## src/rtl/kmap_sweep_ctrl.sv

```systemverilog
// kmap_sweep_ctrl: walks {A,B,C,D} through all 16 vectors and checks the
// F_0..F_2 outputs of a K-map block against parameterised truth tables.
// Latency: done pulses 16*SETTLE+1 cycles after the accepting start cycle.
// Backpressure: none; start is ignored outside IDLE, abort only acts in RUN.
//
// Ports:
//   clk, rst_n            clock (rising edge), async active-low reset
//   start, abort          begin a sweep / cancel a running sweep
//   A, B, C, D            stimulus vector, A = MSB, D = LSB
//   F_0, F_1, F_2         K-map outputs under test
//   busy, done, pass      in RUN / one-cycle completion pulse / zero-failure flag
//   err_cnt               failing vectors in the last sweep (0..16)
//   first_fail_idx        index of first failing vector (error log only)
//   fail_mask             OR of {F_2,F_1,F_0} mismatch bits (error log only)
//
// Optional feature: define KMAP_SWEEP_ERRLOG_EN to build the error-log
// registers behind first_fail_idx / fail_mask; otherwise both read as 0.

module kmap_sweep_ctrl #(
  parameter int unsigned SETTLE = 1,
  parameter logic [15:0] EXP_F0 = 16'h6996,
  parameter logic [15:0] EXP_F1 = 16'hEDE0,
  parameter logic [15:0] EXP_F2 = 16'hD1CC,
  parameter logic [15:0] DC_F2  = 16'h2222
) (
  input  logic       clk,
  input  logic       rst_n,
  input  logic       start,
  input  logic       abort,
  output logic       A,
  output logic       B,
  output logic       C,
  output logic       D,
  input  logic       F_0,
  input  logic       F_1,
  input  logic       F_2,
  output logic       busy,
  output logic       done,
  output logic       pass,
  output logic [4:0] err_cnt,
  output logic [3:0] first_fail_idx,
  output logic [2:0] fail_mask
);

  typedef enum logic [1:0] {
    IDLE = 2'd0,
    RUN  = 2'd1,
    DONE = 2'd2
  } state_t;

  // Last settle-count value: the cycle on which the held vector is judged.
  localparam logic [3:0] SETTLE_LAST = 4'(SETTLE - 1);

  state_t     state;
  state_t     state_nxt;
  logic [3:0] idx;
  logic [3:0] settle_cnt;
  logic [4:0] err_q;
  logic       pass_q;

  logic       last_tick;
  logic       compare;
  logic       last_vec;
  logic [2:0] mm;
  logic       vec_fail;
  logic [4:0] err_nxt;

  // Mismatch per output; F_2 ignores vectors marked don't-care.
  always_comb begin
    mm       = 3'b000;
    mm[0]    = (F_0 != EXP_F0[idx]);
    mm[1]    = (F_1 != EXP_F1[idx]);
    mm[2]    = (F_2 != EXP_F2[idx]) & ~DC_F2[idx];
    vec_fail = |mm;
  end

  assign last_tick = (settle_cnt == SETTLE_LAST);
  assign compare   = (state == RUN) && last_tick;
  assign last_vec  = (idx == 4'd15);
  // One increment per failing vector regardless of how many outputs differ.
  assign err_nxt   = err_q + {4'd0, (compare && vec_fail)};

  // Next-state logic; abort wins over completion of vector 15.
  always_comb begin
    state_nxt = state;
    case (state)
      IDLE: begin
        if (start) state_nxt = RUN;
      end
      RUN: begin
        if (abort)                  state_nxt = IDLE;
        else if (compare && last_vec) state_nxt = DONE;
      end
      DONE: begin
        state_nxt = IDLE;
      end
      default: begin
        state_nxt = IDLE;
      end
    endcase
  end

  always_ff @(posedge clk or negedge rst_n) begin
    if (!rst_n) state <= IDLE;
    else        state <= state_nxt;
  end

  // Datapath: vector index, settle counter, error count and pass flag.
  always_ff @(posedge clk or negedge rst_n) begin
    if (!rst_n) begin
      idx        <= 4'd0;
      settle_cnt <= 4'd0;
      err_q      <= 5'd0;
      pass_q     <= 1'b0;
    end else begin
      case (state)
        IDLE: begin
          if (start) begin
            idx        <= 4'd0;
            settle_cnt <= 4'd0;
            err_q      <= 5'd0;
            pass_q     <= 1'b0;
          end
        end
        RUN: begin
          if (abort) begin
            idx        <= 4'd0;
            settle_cnt <= 4'd0;
            pass_q     <= 1'b0;
          end else if (last_tick) begin
            settle_cnt <= 4'd0;
            err_q      <= err_nxt;
            if (last_vec) begin
              // Return the stimulus to 0 rather than wrapping into a new sweep.
              idx    <= 4'd0;
              pass_q <= (err_nxt == 5'd0);
            end else begin
              idx <= idx + 4'd1;
            end
          end else begin
            settle_cnt <= settle_cnt + 4'd1;
          end
        end
        default: begin
          idx        <= 4'd0;
          settle_cnt <= 4'd0;
        end
      endcase
    end
  end

`ifdef KMAP_SWEEP_ERRLOG_EN
  logic [3:0] ffi_q;
  logic [2:0] fm_q;

  always_ff @(posedge clk or negedge rst_n) begin
    if (!rst_n) begin
      ffi_q <= 4'd0;
      fm_q  <= 3'd0;
    end else if (state == IDLE && start) begin
      ffi_q <= 4'd0;
      fm_q  <= 3'd0;
    end else if (compare && !abort && vec_fail) begin
      // err_q still zero means this is the first failing vector of the sweep.
      if (err_q == 5'd0) ffi_q <= idx;
      fm_q <= fm_q | mm;
    end
  end

  assign first_fail_idx = ffi_q;
  assign fail_mask      = fm_q;
`else
  assign first_fail_idx = 4'd0;
  assign fail_mask      = 3'd0;
`endif

  assign A       = idx[3];
  assign B       = idx[2];
  assign C       = idx[1];
  assign D       = idx[0];
  assign busy    = (state == RUN);
  assign done    = (state == DONE);
  assign pass    = pass_q;
  assign err_cnt = err_q;

endmodule

```

## config.mk

```make
export PLATFORM = sky130hd
export DESIGN_NAME = kmap_sweep_ctrl
export DESIGN_NICKNAME = d
export VERILOG_FILES = /design/src/rtl/kmap_sweep_ctrl.sv
export SDC_FILE = /design/constraint.sdc
export NUM_CORES = 1
export LEC_CHECK = 0
export ABC_AREA = 1
export BUFFER_PORTS_ARGS = -buffer_cell sky130_fd_sc_hd__buf_2
export CORE_UTILIZATION = 35
export CTS_BUF_LIST = sky130_fd_sc_hd__clkbuf_8
export CTS_CLUSTER_SIZE = 30
export DETAILED_ROUTE_END_ITERATION = 8
export PLACE_DENSITY_LB_ADDON = 0.1
export SYNTH_ARGS = -nofsm -noshare
export SYNTH_HDL_FRONTEND = slang
export SYNTH_SLANG_ARGS = --single-unit
```

## constraint.sdc

```tcl
create_clock -name clk -period 3 [get_ports clk]
set_input_delay 0.3 -clock clk [delete_from_list [all_inputs] [get_ports clk]]
set_output_delay 0.3 -clock clk [all_outputs]
set_load 0.05 [all_outputs]
```

==> Yosys cells after proc, flatten, opt, wreduce, memory -nomap -nowiden <==
Memories as Yosys holds them, arrays and structs flattened.
Cells that the tools add are included.
{ "classes": {"addsub": 3, "magnitude_cmp": 1, "n_eq_ne": 12, "muxes": 25, "n_bitwise": 2, "reduce_logical": 12} }
{ "op_table": {"columns": ["cell", "n"], "rows": [
  ["4-bit two-way mux", 6],
  ["4-bit one-hot mux with 2 select lines", 2],
  ["5-bit two-way mux", 3],
  ["5-bit one-hot mux with 2 select lines", 1],
  ["3-bit by 2-bit inequality test with 1-bit output, second input constant", 3],
  ["4-bit by 1-bit adder with 4-bit output, second input constant", 2],
  ["1-bit two-way mux", 8],
  ["4-bit AND reduction", 2],
  ["2-bit two-way mux", 3],
  ["5-bit by 1-bit adder with 5-bit output", 1],
  ["5-bit zero test", 1],
  ["4-bit by 5-bit less-than comparator with 1-bit output, second input constant", 1],
  ["4-bit equality test, second input constant", 1],
  ["4-bit zero test", 1],
  ["2-bit inequality test, second input constant", 2],
  ["2-bit one-hot mux with 2 select lines", 1],
  ["2-bit AND reduction", 2],
  ["1-bit logical AND", 3],
  ["1-bit inequality test", 3],
  ["3-bit OR reduction", 1],
  ["2-bit by 1-bit equality test with 1-bit output, second input constant", 1],
  ["2-bit equality test, second input constant", 1],
  ["2-bit zero test", 1],
  ["2-bit by 1-bit inequality test with 1-bit output, second input constant", 1],
  ["other kinds (4)", 4]
]} }
{ "word_totals": {"ff_bits": 16, "mem_bits_ro": 64, "in_bits": 7, "output_inout_bits": 19, "mem_count": 4} }
{ "memory_table": {"columns": ["name", "depth", "width", "rd", "rd_ports_with_merged_regs", "write_ports", "line", "source"], "rows": [
  ["(name not given)", 16, 1, 1, 0, 0, "73", "mm[2] = (F_2 != EXP_F2[idx]) & ~DC_F2[idx];"],
  ["(name not given)", 16, 1, 1, 0, 0, "73", null],
  ["(name not given)", 16, 1, 1, 0, 0, "72", "mm[1] = (F_1 != EXP_F1[idx]);"],
  ["(name not given)", 16, 1, 1, 0, 0, "71", "mm[0] = (F_0 != EXP_F0[idx]);"]
]} }

==> Logic depth before layout (Yosys ltp) <==
Gate-level depths: netlist (run 1).
{ "depth": {"word_depth": 12, "mapped_depth": 18} }

==> Worst setup path after synthesis (run 1) <==
No wires, ideal clock.
{ "synth_path": {"kind": "reg-to-reg", "startpoint": "reg idx[1]", "endpoint": "reg pass_q, in the netlist pass", "setup_ps": 67, "arrival_ps": 2457, "t_required_ps": 2933, "setup_slack_ps": 476, "stages_incl_launch_ff": 18, "n_path_buf": 0, "synth_period_minus_slack_ps": 2524, "path_cell_list": "dfrtp_1 inv_1 ha_1 nand2_1 inv_1 o21ai_0 nand2_1 nor2_1 a21oi_1 ha_1 ha_1 nand3_1 nand2_1 nand2_1 nand3_1 nor2_1 nand2_1 nand2_1"} }
{ "synth_between": {"elab_chain_len": 12, "word_cells_on_any_way": 24, "cone_classes": "add/sub: 1; eq/ne: 5; mux: 8; bitwise: 2; reduce/logical: 4; memory: 4"} }
{ "synth_lines": {"columns": ["item", "line", "source"], "rows": [
  ["from (decl)", "56", "logic [3:0] idx;"],
  ["from (signal assigned)", "138", "idx <= idx + 4'd1;"],
  ["memory 16 x 1 bit", null, null],
  ["1-bit two-way mux (implied by the code)", "73", null],
  ["1-bit inequality test / 1-bit inverter (equally long branches)", "73", null],
  ["1-bit bitwise AND", "73", null],
  ["3-bit OR reduction", "74", "vec_fail = |mm;"],
  ["1-bit logical AND", "81", "assign err_nxt = err_q + {4'd0, (compare && vec_fail)};"],
  ["5-bit by 1-bit adder with 5-bit output", "81", null],
  ["5-bit zero test", "136", "pass_q <= (err_nxt == 5'd0);"],
  ["1-bit two-way mux", "133", "if (last_vec) begin"],
  ["1-bit two-way mux", "130", "end else if (last_tick) begin"],
  ["1-bit two-way mux", "126", "if (abort) begin"],
  ["1-bit one-hot mux with 2 select lines", "116", "case (state)"],
  ["to (signal assigned)", "136", null],
  ["to (decl)", "59", "logic pass_q;"]
]} }
Several ways; a longest one is shown, not always the timed one. The select of a mux whose other input is x is not followed.
A chain may end at the register's enable or synchronous reset.

==> Worst setup path after layout (run 1) <==
Same ends and word-level chain as after synthesis.

==> results of run 1 <==
-- critical path, delay by kind of cell (launching register included) --
kind | cells | cell delay, ns
XOR/XNOR | 1 | 0.21
buffers and inverters | 2 | 0.20
flip-flops | 1 | 0.41
AND/OR/NAND/NOR | 7 | 0.55
AO/OA/AOI/OAI | 2 | 0.20
adder cells (fa/ha/maj) | 3 | 0.73
-- power by group through the flow --
stage               combinational, W  sequential (W)  clock, W
floorplan                   0.000439        0.000352         0
global placement            0.000613        0.000293         0
detailed placement          0.000613        0.000295         0
CTS                         0.000617        0.000291  0.000200
global route                0.000671        0.000297  0.000209
finish                      0.000611        0.000290  0.000192
-- synth_stat cells --
master	n
nand2_1	37
inv_1	19
dfrtp_1	16
nand3_1	13
a21oi_1	9
nor2_1	9
buf_4	7
ha_1	7
o21ai_0	6
o21ai_1	6
nand4_1	5
inv_2	2
nand2_2	2
nor3_2	2
conb_1	1
inv_6	1
inv_8	1
nand2_4	1
nand2_8	1
nand3_2	1
nand3b_1	1
nor2_2	1
nor2_4	1
nor2_8	1
nor3_1	1
xnor2_1	1
-- sequential cells by signal, summed over array words and instances, names as in the netlist --
signal,count
settle_cnt,4
err_cnt,5
idx,4
pass,1
state,2
-- worst paths after layout --
check | start | endpoint | slack, ns | cells after the start
min reg2reg | err_cnt[0] | err_cnt[0] | 0.52 | 2
max in group asynchronous | rst_n | settle_cnt[0] | 2.23 | 2
min in group asynchronous | rst_n | settle_cnt[2] | 0.50 | 2
min | start | state[0] | 0.37 | 3
max reg2reg | idx[1] | pass | 0.65 | 15
max | idx[1] | pass | 0.65 | 15
-- per-stage QoR --
stage / area [um^2] / instances / setup WS, ns / hold slack, ns / total power [W]
detailed placement: 1260 / 213 / 0.671 / 0.246 / 0.000908
global placement: 1260 / 213 / 0.690 / 0.240 / 0.000906
CTS: 1330 / 218 / 0.650 / 0.360 / 0.00111
global route: 1330 / 218 / 0.413 / 0.377 / 0.00118
finish: 1330 / 218 / 0.652 / 0.369 / 0.00109
floorplan: 1170 / 158 / 0.476 / 0.00441 / 0.000792
-- kinds of logic (layout without fill, tap and decap cells) --
kind of cell | Yosys count | after routing | share of synthesized area
AND/OR/NAND/NOR | 76 | 76 | 0.342
AO/OA/AOI/OAI | 21 | 21 | 0.0914
adder cells (fa/ha/maj) | 7 | 7 | 0.0762
other | 1 | 7 | 0.00326
XOR/XNOR | 1 | 1 | 0.00762
buffers and inverters | 30 | 46 | 0.132
flip-flops | 16 | 16 | 0.348
-- routing by layer --
metal  GRT usage  wire length, um
met3      0.0262               69
met2       0.226             1020
met4      0.0612               34
met1       0.211             1180
met5           0                0
-- area by class of cell --
type	instances	area (um^2)
fillers	333	1750
multi-input cells	112	621
flip-flops and latches	16	400
repair buffers	19	100
inverters	23	98.8
clock buffers	4	55.1
well taps	44	55.1
==> run_results.csv, run 1 <==
group,metric,value,unit
timing,skew,0.00175,ns
die,dieArea,0.00352,mm^2
synth,synth-seq-area-share,0.348,
run,cap_violations,0,
power_and_ir_drop,switching_share,0.501,
place,gp_congestion,0.842,
timing,period_share,0.783,
cells_and_area,area_growth,15.7,%
die,die_h,59.3,um
synth,synth_area_leaders,"dfrtp_1 (35%), nand2_1 (12%), ha_1 (7.6%)",
timing,rsz0062_at_grt,"false",
power_and_ir_drop,worst_ir_drop_vdd,494,uV
route,dr_total_vias,1001,
die,core_area,0.00308,mm^2
critical_path,end_kind,"flip-flop",
timing,hold_viol,0,
synth,yosys.area.top_type,"dfrtp_1",
route,vias_per_cell,4.59,
clock_network,clk_pin_slew,0.07,ns
synth,synth_top_area_share,0.348,
place,hpwlAfterDp,1.82,mm
critical_path,slowest_delay,0.41,ns
power_and_ir_drop,p_leak,0.708,nW
clock_network,cts_tree,"done",
place,port_buffers,18,
power_and_ir_drop,power.internal,0.000545,W
critical_path,worstSetupPathType,"reg -> reg",
die,io_pins,26,
critical_path,crit_chain,"inv_1, ha_1, nand2_1, inv_1, o21ai_0, nand2_1, nor2_1, a21oi_1, ha_1, ha_1, xnor2_1, nand3_1, nor2_1, nand2_1, nand2_1",
grt,grt_overflow,0,
power_and_ir_drop,p_per_area,822,mW/mm^2
clock_network,cts_root_buf,"clkbuf_8",
route,drt_iter0_drc,27,
grt,grt_pass1_vias,853,
clock_network,htreeDepth,1,
route,wl_per_cell,10.6,um
critical_path,worstPathRequired,3.19,ns
worst_hold_path,min_path_type,"in -> reg",
route,dr.pass1.iters,4,
synth,syn_area_per_cell,7.56,um^2
power_and_ir_drop,comb_power_share,0.559,
synth,yosys_warnings,0,
critical_path,cpMostUsedCell,"nand2_1",
timing,post-route-min-period,2.35,ns
clock_network,clock_latency,0.25,ns
die,fp.dieW,59.3,um
power_and_ir_drop,p_seq_frac,0.265,
grt,grt_max_degree,17,
clock_network,cts_sinks,16,
cells_and_area,antennaDiodeCount,0,
grt,track_usage,0.150,
power_and_ir_drop,p_sw,0.000548,W
power_and_ir_drop,p_clk_frac,0.176,
cells_and_area,nets,189,
timing,final.setup.tns,0,ns
clock_network,cts_hold_buf,1,
timing,fmax,426,MHz
clock_network,cts_made_buffers,3,
clock_network,clock_path_buffers,2,
synth,synth_cell_types,26,
route,drc,0,
cells_and_area,drive_above_1_share,0.207,
grt,antenna_found_initial,0,
critical_path,worstSetupStartpointType,"flip-flop",
timing,drv_slew,0,
route,antenna_left,0,
critical_path,arrival,2.54,ns
status,status,"completed",
clock_network,cts.repair.resized,0,
timing,setup_viol,0,
synth,synth-seq-cells,16,
die,rows,20,
cells_and_area,final_common_cell,"nand2_1",
synth,syn_inst,152,
clock_network,post_cts_buffers,0,
synth,synth_area,0.00115,mm^2
grt,grt_first_pass_wirelength,3.88,mm
critical_path,crit_fanout,5,
cells_and_area,layout_common_cells,"nand2_1 (37), inv_1 (19), buf_2 (18)",
critical_path,slowest_stage,"dfrtp_1",
route,drt-total-wl,2.30,mm
die,start_util,0.374,
cells_and_area,final_core_util,0.432,
Power figures use the tool's default switching activity.
==> run 2, diff against run 1 <==
- ABC_AREA: 1 -> 0
- clock period: 3 -> 2.5 ns (I/O delays scaled with it)
==> run_results.csv, run 2 <==
group,metric,value,unit
synth,synth_commonest_cells,"dfrtp_1 (16), nor2_1 (11), o21ai_0 (9)",
grt,antenna_found_initial,0,
cells_and_area,drive_above_1_share,0.329,
clock_network,clock_latency,0.26,ns
cells_and_area,nets,155,
die,io_pins,26,
synth,synth_area_leaders,"dfrtp_1 (37%), ha_1 (8.2%), xor2_1 (6.5%)",
clock_network,clk_pin_slew,0.07,ns
cells_and_area,fillCellCount,278,
power_and_ir_drop,comb_power_share,0.413,
timing,fmax,424,MHz
synth,synth_area,0.00107,mm^2
route,drt-total-wl,2.20,mm
synth,yosys_warnings,0,
run,cap_violations,0,
synth,syn_area_per_cell,9.34,um^2
synth,synth_top_area_share,0.373,
synth,synth_cell_types,35,
die,core_area,0.00283,mm^2
critical_path,rr_endpoint,"pass",
route,drt_iter0_drc,42,
cells_and_area,final_core_util,0.475,
timing,drv_slew,0,
synth,async_reset_ff_frac,1.00,
place,port_buffers,18,
clock_network,cts_tree,"done",
power_and_ir_drop,p_clk_frac,0.256,
timing,setup_viol,0,
timing,period_share,0.943,
grt,grt_max_degree,17,
critical_path,crit_fanout,4,
synth,yosys.area.top_type,"dfrtp_1",
critical_path,cpMostUsedCell,"ha_4",
critical_path,slowest_stage,"dfrtp_2",
critical_path,slowest_delay,0.42,ns
clock_network,cts_sinks,16,
grt,grt_pass1_vias,793,
worst_hold_path,hold_start,"abort",
synth,synth-seq-cells,16,
synth,synth.most_common_cell,"dfrtp_1",
grt,grt_first_pass_wirelength,3.64,mm
power_and_ir_drop,p_per_area,695,mW/mm^2
clock_network,clock_path_buffers,2,
synth,synth_edf_count,0,
cells_and_area,antennaDiodeCount,0,
grt,grt_overflow,0,
timing,post-route-min-period,2.36,ns
die,rows,19,
cells_and_area,largest_reg_flops,5,
critical_path,critical-path-top-delay-family,"adder cells",
synth,synth-seq-area-share,0.373,
timing,hold_ws,0.360,ns
grt,track_usage,0.146,
power_and_ir_drop,worst_ir_drop_vdd,373,uV
clock_network,htreeDepth,1,
cells_and_area,final_common_cell,"buf_2",
timing,final.setup.tns,0,ns
clock_network,cts_root_buf,"clkbuf_8",
critical_path,arrival,2.54,ns
critical_path,r2r_start,"idx[0]",
die,dieArea,0.00329,mm^2
cells_and_area,final_area,0.00134,mm^2
cells_and_area,layout_common_cells,"buf_2 (18), dfrtp_1 (13), nor2_1 (11)",
synth,syn_inst,115,
worst_hold_path,min_path_type,"in -> reg",
status,violations,"design-rule violations",
power_and_ir_drop,switching_share,0.386,
route,antenna_left,0,
power_and_ir_drop,p_sw,0.000361,W
critical_path,worstSetupPathType,"reg -> reg",
power_and_ir_drop,p_leak,0.624,nW
power_and_ir_drop,p_seq_frac,0.332,
route,vias_per_cell,4.98,
power_and_ir_drop,power.internal,0.000574,W
critical_path,r2r_cells,13,
route,dr_total_vias,851,
die,start_util,0.379,
place,gp_congestion,0.747,
critical_path,rrSetupSlack,0.14,ns
route,drc,6,
die,fp.dieW,57.4,um
critical_path,critPathBufInv,1,
timing,skew,0.00934,ns
critical_path,worstPathRequired,2.68,ns
place,dpl-instance-area,0.00124,mm^2
critical_path,crit_start,"idx[0]",
route,wl_per_cell,12.9,um
cells_and_area,area_growth,25.2,%
critical_path,worstSetupStartpointType,"flip-flop",
critical_path,timing.critical_path.to,"pass",
route,dr.pass1.iters,6,
synth,synthFlopType,"dfrtp_1",
critical_path,end_kind,"flip-flop",
place,hpwlAfterDp,1.62,mm
die,die_h,57.4,um
clock_network,cts_made_buffers,3,
critical_path,crit_chain,"inv_2, ha_4, xor2_4, xnor2_1, o21ai_1, o221ai_1, and3_4, ha_4, ha_4, xor2_1, nor4_4, nand4_1, o21ai_1",
timing,hold_viol,0,
critical_path,crit_cells,13,
status,status,"complete, but fails checks",
[run 2: cells by family after synthesis]
group	after synthesis	synth area share
flops	16	0.373
other cells	1	0.00349
compound gates	23	0.138
buf+inv	14	0.0758
fa+ha+maj	7	0.0816
simple gates	42	0.231
xor+xnor	12	0.0979
[run 2: layout make-up]
class | instances | area (um^2) | area share
Timing Repair Buffer | 24 | 138 | 0.102
Clock buffer | 4 | 55.1 | 0.0410
Sequential cell | 16 | 404 | 0.301
Tap cell | 31 | 38.8 | 0.0289
Inverter | 5 | 18.8 | 0.0140
Multi-Input combinational cell | 91 | 689 | 0.513
[run 2: worst reg2reg max path: stages, from the launching register on]
cell,delay (ns)
dfrtp_2,0.42
inv_2,0.08
ha_4,0.22
xor2_4,0.16
xnor2_1,0.12
o21ai_1,0.12
o221ai_1,0.13
and3_4,0.20
ha_4,0.16
ha_4,0.17
xor2_1,0.17
nor4_4,0.16
nand4_1,0.10
o21ai_1,0.09
[run 2: power by group through the flow]
| stage | Sequential [W] | Combinational (W) | Clock [W] |
|---|---|---|---|
| 3_3_place_gp | 0.000316 | 0.000345 | 0 |
| 5_1_grt | 0.000314 | 0.000416 | 0.000257 |
| 2_1_floorplan | 0.000374 | 0.000216 | 0 |
| 3_5_place_dp | 0.000318 | 0.000347 | 0 |
| 6_report | 0.000310 | 0.000386 | 0.000239 |
| 4_1_cts | 0.000314 | 0.000349 | 0.000245 |
[run 2: how the worst min path moves through the flow]
stage / endpoint / depth (start not counted)
after detailed placement: idx[2] / 1
after CTS: idx[2] / 4
after floorplan: err_cnt[0] / 0
after global routing: idx[2] / 4
final: idx[2] / 4
after global placement: idx[2] / 1
[run 2: stage by stage]
step | worst slack, ns | cells | power, W
floorplan | 0.0243 | 121 | 0.000590
global placement | 0.0558 | 165 | 0.000660
detailed placement | 0.0533 | 165 | 0.000666
CTS | 0.0106 | 170 | 0.000908
global route | -0.00265 | 171 | 0.000987
finish | 0.142 | 171 | 0.000934
[run 2: per-layer routing]
layer | vias up | global-route usage | routed length, um
li1 | 430 | - | -
met4 | 0 | 0.0418 | 26
met1 | 392 | 0.203 | 1090
met2 | 25 | 0.216 | 960
met5 | - | 0 | 0
met3 | 4 | 0.0476 | 122
[run 2: timing repair]
action / 4_1_cts / 5_1_grt
hold buffers: 1 / 0
resized for setup: 0 / 3
setup endpoints to repair: 0 / 1
buffers inserted: 0 / 1
hold endpoints to repair: 16 / 0
